**src/rtl/pipe_stage_reg_if.sv**
```systemverilog
// Valid/ready payload bus between two pipeline stages.
// The master side feeds the stage and drains it; the slave side is the stage itself.
interface pipe_stage_reg_if #(
  parameter int DATA_W = 64
);
  logic              in_valid;
  logic              in_ready;
  logic [DATA_W-1:0] in_data;
  logic              out_valid;
  logic              out_ready;
  logic [DATA_W-1:0] out_data;

  modport master (
    output in_valid, in_data, out_ready,
    input  in_ready, out_valid, out_data
  );

  modport slave (
    input  in_valid, in_data, out_ready,
    output in_ready, out_valid, out_data
  );
endinterface

```
**src/rtl/pipe_stage_reg.sv**
```systemverilog
// Configurable inter-stage pipeline register: valid/ready handshake, optional
// one-entry skid buffer, stage stall and a per-instance flush (drop or bubble).
module pipe_stage_reg #(
  parameter int                DATA_W          = 64,
  parameter bit                SKID            = 1'b1,
  parameter bit                FLUSH_MODE      = 1'b1,
  parameter logic [DATA_W-1:0] FLUSH_KEEP_MASK = DATA_W'(64'h0000_0000_FFFF_FFFF),
  parameter logic [DATA_W-1:0] FLUSH_VALUE     = '0
) (
  input  logic             CLOCK,
  input  logic             RESET,
  input  logic             STALL,
  input  logic             FLUSH,
  pipe_stage_reg_if.slave  bus,
  output logic [1:0]       occupancy
);

  localparam logic [1:0] ST_EMPTY = 2'b00;
  localparam logic [1:0] ST_ONE   = 2'b10;
  localparam logic [1:0] ST_FULL  = 2'b11;

  logic              main_valid_reg, main_valid_next;
  logic [DATA_W-1:0] main_data_reg,  main_data_next;
  logic              skid_valid_reg, skid_valid_next;
  logic [DATA_W-1:0] skid_data_reg,  skid_data_next;

  logic              in_ready;
  logic              in_fire;
  logic              out_fire;
  logic [DATA_W-1:0] bubble_data;

  // With the skid entry, in_ready depends only on registered state, never on out_ready.
  generate
    if (SKID) begin : g_ready_skid
      assign in_ready = !skid_valid_reg & !STALL & !FLUSH & !RESET;
    end else begin : g_ready_pass
      assign in_ready = (!main_valid_reg | bus.out_ready) & !STALL & !FLUSH & !RESET;
    end
  endgenerate

  assign in_fire     = bus.in_valid & in_ready;
  assign out_fire    = main_valid_reg & bus.out_ready & !STALL;
  assign bubble_data = (bus.in_data & FLUSH_KEEP_MASK) | (FLUSH_VALUE & ~FLUSH_KEEP_MASK);

  always_comb begin
    main_valid_next = main_valid_reg;
    main_data_next  = main_data_reg;
    skid_valid_next = skid_valid_reg;
    skid_data_next  = skid_data_reg;
    if (STALL) begin
      // frozen: hold everything, flush is lost
    end else if (FLUSH) begin
      // Any out_fire this cycle has already handed main downstream; overwrite after it.
      skid_valid_next = 1'b0;
      if (FLUSH_MODE) begin
        main_valid_next = 1'b1;
        main_data_next  = bubble_data;
      end else begin
        main_valid_next = 1'b0;
      end
    end else begin
      case ({main_valid_reg, skid_valid_reg})
        ST_EMPTY: begin
          if (in_fire) begin
            main_valid_next = 1'b1;
            main_data_next  = bus.in_data;
          end
        end
        ST_ONE: begin
          if (in_fire && out_fire) begin
            main_data_next = bus.in_data;
          end else if (in_fire) begin
            if (SKID) begin
              skid_valid_next = 1'b1;
              skid_data_next  = bus.in_data;
            end
          end else if (out_fire) begin
            main_valid_next = 1'b0;
          end
        end
        ST_FULL: begin
          if (out_fire) begin
            main_data_next  = skid_data_reg;
            skid_valid_next = 1'b0;
          end
        end
        default: begin
        end
      endcase
    end
  end

  always_ff @(posedge CLOCK) begin
    if (RESET) begin
      main_valid_reg <= 1'b0;
      main_data_reg  <= '0;
      skid_valid_reg <= 1'b0;
      skid_data_reg  <= '0;
    end else begin
      main_valid_reg <= main_valid_next;
      main_data_reg  <= main_data_next;
      skid_valid_reg <= skid_valid_next;
      skid_data_reg  <= skid_data_next;
    end
  end

  assign bus.in_ready  = in_ready;
  assign bus.out_valid = main_valid_reg;
  assign bus.out_data  = main_data_reg;
  assign occupancy     = {1'b0, main_valid_reg} + {1'b0, skid_valid_reg};

endmodule
```
**src/flat_wrapper.sv**
```systemverilog
// flat-port wrapper written by rule: the top's interface ports become plain ports
module pipe_stage_reg_flat 
#(
  parameter int                DATA_W          = 64,
  parameter bit                SKID            = 1'b1,
  parameter bit                FLUSH_MODE      = 1'b1,
  parameter logic [DATA_W-1:0] FLUSH_KEEP_MASK = DATA_W'(64'h0000_0000_FFFF_FFFF),
  parameter logic [DATA_W-1:0] FLUSH_VALUE     = '0
)
  (CLOCK, RESET, STALL, FLUSH, occupancy, bus_in_valid, bus_in_data, bus_out_ready, bus_in_ready, bus_out_valid, bus_out_data);
  pipe_stage_reg_if #(.DATA_W(DATA_W)) bus_i ();
  input  logic CLOCK;
  input  logic RESET;
  input  logic STALL;
  input  logic FLUSH;
  output logic [1:0] occupancy;
  input wire logic [$bits(bus_i.in_valid)-1:0] bus_in_valid;
  input wire logic [$bits(bus_i.in_data)-1:0] bus_in_data;
  input wire logic [$bits(bus_i.out_ready)-1:0] bus_out_ready;
  output wire logic [$bits(bus_i.in_ready)-1:0] bus_in_ready;
  output wire logic [$bits(bus_i.out_valid)-1:0] bus_out_valid;
  output wire logic [$bits(bus_i.out_data)-1:0] bus_out_data;
  assign bus_i.in_valid = bus_in_valid;
  assign bus_i.in_data = bus_in_data;
  assign bus_i.out_ready = bus_out_ready;
  assign bus_in_ready = bus_i.in_ready;
  assign bus_out_valid = bus_i.out_valid;
  assign bus_out_data = bus_i.out_data;
  pipe_stage_reg #(.DATA_W(DATA_W), .SKID(SKID), .FLUSH_MODE(FLUSH_MODE), .FLUSH_KEEP_MASK(FLUSH_KEEP_MASK), .FLUSH_VALUE(FLUSH_VALUE)) u_core (.CLOCK(CLOCK), .RESET(RESET), .STALL(STALL), .FLUSH(FLUSH), .bus(bus_i), .occupancy(occupancy));
endmodule
```
**config.mk**
```make
export PLATFORM = sky130hd
export DESIGN_NAME = pipe_stage_reg_flat
export DESIGN_NICKNAME = d
export VERILOG_FILES = /design/src/rtl/pipe_stage_reg_if.sv /design/src/rtl/pipe_stage_reg.sv /design/src/flat_wrapper.sv
export SDC_FILE = /design/constraint.sdc
export NUM_CORES = 1
export LEC_CHECK = 0
export BUFFER_PORTS_ARGS = -buffer_cell sky130_fd_sc_hd__buf_2
export CAP_MARGIN = 10
export CORE_MARGIN = 3
export CORE_UTILIZATION = 30
export CTS_BUF_LIST = sky130_fd_sc_hd__clkbuf_4 sky130_fd_sc_hd__clkbuf_8 sky130_fd_sc_hd__clkbuf_16
export DETAILED_ROUTE_END_ITERATION = 10
export PLACE_DENSITY_LB_ADDON = 0.15
export SETUP_SLACK_MARGIN = 0.05
export SLEW_MARGIN = 10
export SYNTH_ARGS = -nofsm -noshare
export SYNTH_HDL_FRONTEND = slang
export SYNTH_SLANG_ARGS = --single-unit
```
**constraint.sdc**
```tcl
create_clock -name CLOCK -period 5.4 [get_ports CLOCK]
set_input_delay 0.27 -clock CLOCK [delete_from_list [all_inputs] [get_ports CLOCK]]
set_output_delay 0.27 -clock CLOCK [all_outputs]
set_load 0.005 [all_outputs]
```
==> impl_metrics.toml <==
[run_status]
status = "complete, no violations"

[setup_path]
ff2ff_path_depth = 6
endpoint_kind = "register"
path_class = "reg2reg"
path_max_fanout = 34
start_kind = "register"
timing.rr.start = "u_core.skid_valid_reg$_SDFFE_PP0P_"
rrSetupSlack_ns = 2.44
cp.arrival_ns = 3.27
timing.critical_path.required_ns = 5.71
r2r_end = "u_core.bus.out_data[55]$_SDFFE_PP0P_"

[synthesis]
synth-seq-area-share_pct = 43.51
netlist_instances = 636
postSynthNetCount = 709
avgSynthCellArea_um2 = 9.406
yosysTopAreaCell = "dfxtp_1"
synthesis.area_um2 = 5982
synth_area_leaders = "dfxtp_1, mux2i_1, nand2_1"
synth_top_area_share_pct = 43.51
synth_warnings = 0
synth_cell_types = 34
ys_seq_elements = 130

[drt]
vias = 4843
drt-total-wl_mm = 16.17
dr.pass1.iters = 7
antenna_left = 0
remaining_drc_errors = 0
drt_iter0_drc = 161
post_drt_wl_per_cell_um = 15.90
avgViaCountPerCell = 4.762

[global_routing]
grtUsageTotal_pct = 15.26
grt_pass1_wl_mm = 26.29
grt_antenna_before_repair = 1
grt_overflow = 0
grt_max_degree = 76
grt_pass1_vias = 4909

[placed_design]
post-dp-hpwl_mm = 10.27
portBuffers = 137
dp_slack_ns = 1.948
place_area_um2 = 6780
place.gp.congestion = 0.7344

[floorplan]
die_h_um = 147.2
rows = 51
die_w_um = 147.2
core_area_um2 = 19530
io_pins = 138
dieArea_um2 = 21670
start_util_pct = 30.64

[timing]
clock-skew-final_ns = 0.01156
slew_viol_final = 0
fmax_mhz = 337.9
rsz0062_at_grt = "no"
setup_viol = 0
fin_crit_ns = 2.959
setup_tns_ns = 0
worst_slack_ns = 2.441
min_period_over_period_pct = 54.80
tightest_slew_ns = 1.085
hold_viol = 0
slew_headroom_pct = 27.40

[clocking]
cts.sinks = 130
path_clk_slew_ns = 0.06
cts_resized = 0
cts_hold_repair.buffers = 0
clock_latency_ns = 0.42
cts_tree = "built"
root_buffer = "clkbuf_16"
cts_buffers = 17
cts_setup_buffers = 0
cts_max_level = 4
clockBufferDepth = 2

[cells_and_area]
n_antenna_cell = 0
fillCellCount = 2015
layout.nets = 812
drive_above_1_share_pct = 32.58
seq_area_um2 = 2603
utilization_pct = 37.59
area_delta_synth_final_pct = 22.69
multi_input_area_um2 = 3113
final_cell_area_um2 = 7340

[hold_path]
worstHoldPathType = "in2reg"
hold_end = "u_core.skid_data_reg[28]$_SDFFE_PP0P_"
hold_depth = 3
hold_start = "bus_in_data[28]"

[pwr]
peakVddDrop_uv = 205.2
pwr_density_cell_nw_per_um2 = 327.0
p_leak_nw = 3.095

[job]
cap_violations = 0
## cell usage after synthesis
| library cell | number |
|---|---|
| a211oi_2 | 30 |
| mux2_4 | 30 |
| a21oi_4 | 1 |
| or4_1 | 1 |
| or2_2 | 1 |
| a211oi_1 | 2 |
| nor2b_1 | 33 |
| buf_1 | 5 |
| nand4bb_1 | 1 |
| nor4_4 | 1 |
| o21ai_0 | 1 |
| nand2b_1 | 2 |
| a31o_1 | 1 |
| mux2_1 | 2 |
| inv_1 | 3 |
| and3_4 | 1 |
| nor4_1 | 1 |
| buf_2 | 11 |
| inv_2 | 1 |
| clkbuf_1 | 33 |
| and3b_1 | 1 |
| buf_6 | 8 |
| a221o_1 | 1 |
| nand2_1 | 131 |
| a21oi_1 | 66 |
| dfxtp_1 | 130 |
| and4bb_1 | 1 |
| a21o_1 | 1 |
| a31oi_1 | 34 |
| ha_1 | 3 |
| nand3_2 | 1 |
| nor2_1 | 32 |
| mux2i_1 | 65 |
| or3b_1 | 1 |
## layout by cell type (no fill, tap or decap), drive strengths merged, types with 2 or more instances in the layout
| cell type | netlist | layout |
|---|---|---|
| clkinv | 0 | 8 |
| nor2b | 33 | 33 |
| ha | 3 | 3 |
| clkinvlp | 0 | 3 |
| buf | 24 | 141 |
| inv | 4 | 5 |
| clkbuf | 33 | 19 |
| mux2 | 32 | 32 |
| dfxtp | 130 | 130 |
| a211oi | 32 | 32 |
| mux2i | 65 | 65 |
| nor2 | 32 | 32 |
| nand2 | 131 | 131 |
| nor4 | 2 | 2 |
| nand2b | 2 | 2 |
| a31oi | 34 | 34 |
| a21oi | 67 | 67 |
## worst max path at each step
stage,slack (ns),startpoint,endpoint,cells after the start
6_report,2.44,u_core.skid_valid_reg$_SDFFE_PP0P_,u_core.bus.out_data[55]$_SDFFE_PP0P_,6
5_1_grt,2.25,u_core.skid_valid_reg$_SDFFE_PP0P_,u_core.bus.out_data[55]$_SDFFE_PP0P_,6
4_1_cts,2.17,u_core.skid_valid_reg$_SDFFE_PP0P_,u_core.bus.out_data[55]$_SDFFE_PP0P_,6
3_5_place_dp,1.95,RESET,u_core.bus.out_data[55]$_SDFFE_PP0P_,5
3_3_place_gp,2.05,RESET,u_core.bus.out_data[55]$_SDFFE_PP0P_,5
2_1_floorplan,3.34,u_core.skid_valid_reg$_SDFFE_PP0P_,u_core.bus.out_data[32]$_SDFFE_PP0P_,7
## where the power goes
group | internal [mW] | switching [mW] | leakage [nW] | total, mW
Sequential | 1.00 | 0.0243 | 1.06 | 1.02
Clock | 0.648 | 0.440 | 0.272 | 1.09
Combinational | 0.127 | 0.161 | 1.77 | 0.288
## routing by layer
| layer | GRT usage, % | part of all wire, % | up-vias |
|---|---|---|---|
| li1 | - | - | 2401 |
| met3 | 4.503 | 6.0 | 21 |
| met4 | 4.660 | 1.1 | 2 |
| met5 | 0 | 0.080 | - |
| met2 | 24.61 | 47 | 148 |
| met1 | 19.82 | 46 | 2271 |
## cell type report
class	count	share of cell area (%)
Tap cell	265	4.518
Multi-Input combinational cell	445	42.41
Sequential cell	130	35.46
Inverter	4	0.2046
Clock inverter	13	1.534
Timing Repair Buffer	141	9.785
Clock buffer	19	6.086
## through the flow
stage	hold WS (ns)	std cells	power, mW
2_1_floorplan	0.4060	636	1.229
3_3_place_gp	0.4408	985	1.330
3_5_place_dp	0.4456	985	1.336
4_1_cts	0.07554	1017	2.442
5_1_grt	0.08150	1017	2.510
6_report	0.09956	1017	2.400
## logic make-up after synthesis
logic type / Yosys count / share of synthesized area (%)
and+or+nand+nor: 208 / 15.62
DFF: 130 / 43.51
AOI/OAI and AO/OA: 137 / 16.40
muxes: 97 / 18.78
adders and majority gates: 3 / 0.6276
buffers and inverters: 61 / 5.062
## critical path, stage by stage, from the launching register on
cell     delay, ns
dfxtp_1       0.47
inv_1         0.12
ha_1          0.21
nor2b_1       0.17
a21oi_4       0.74
and3_4        0.73
mux2_1        0.38
(Power assumes the default switching activity.)
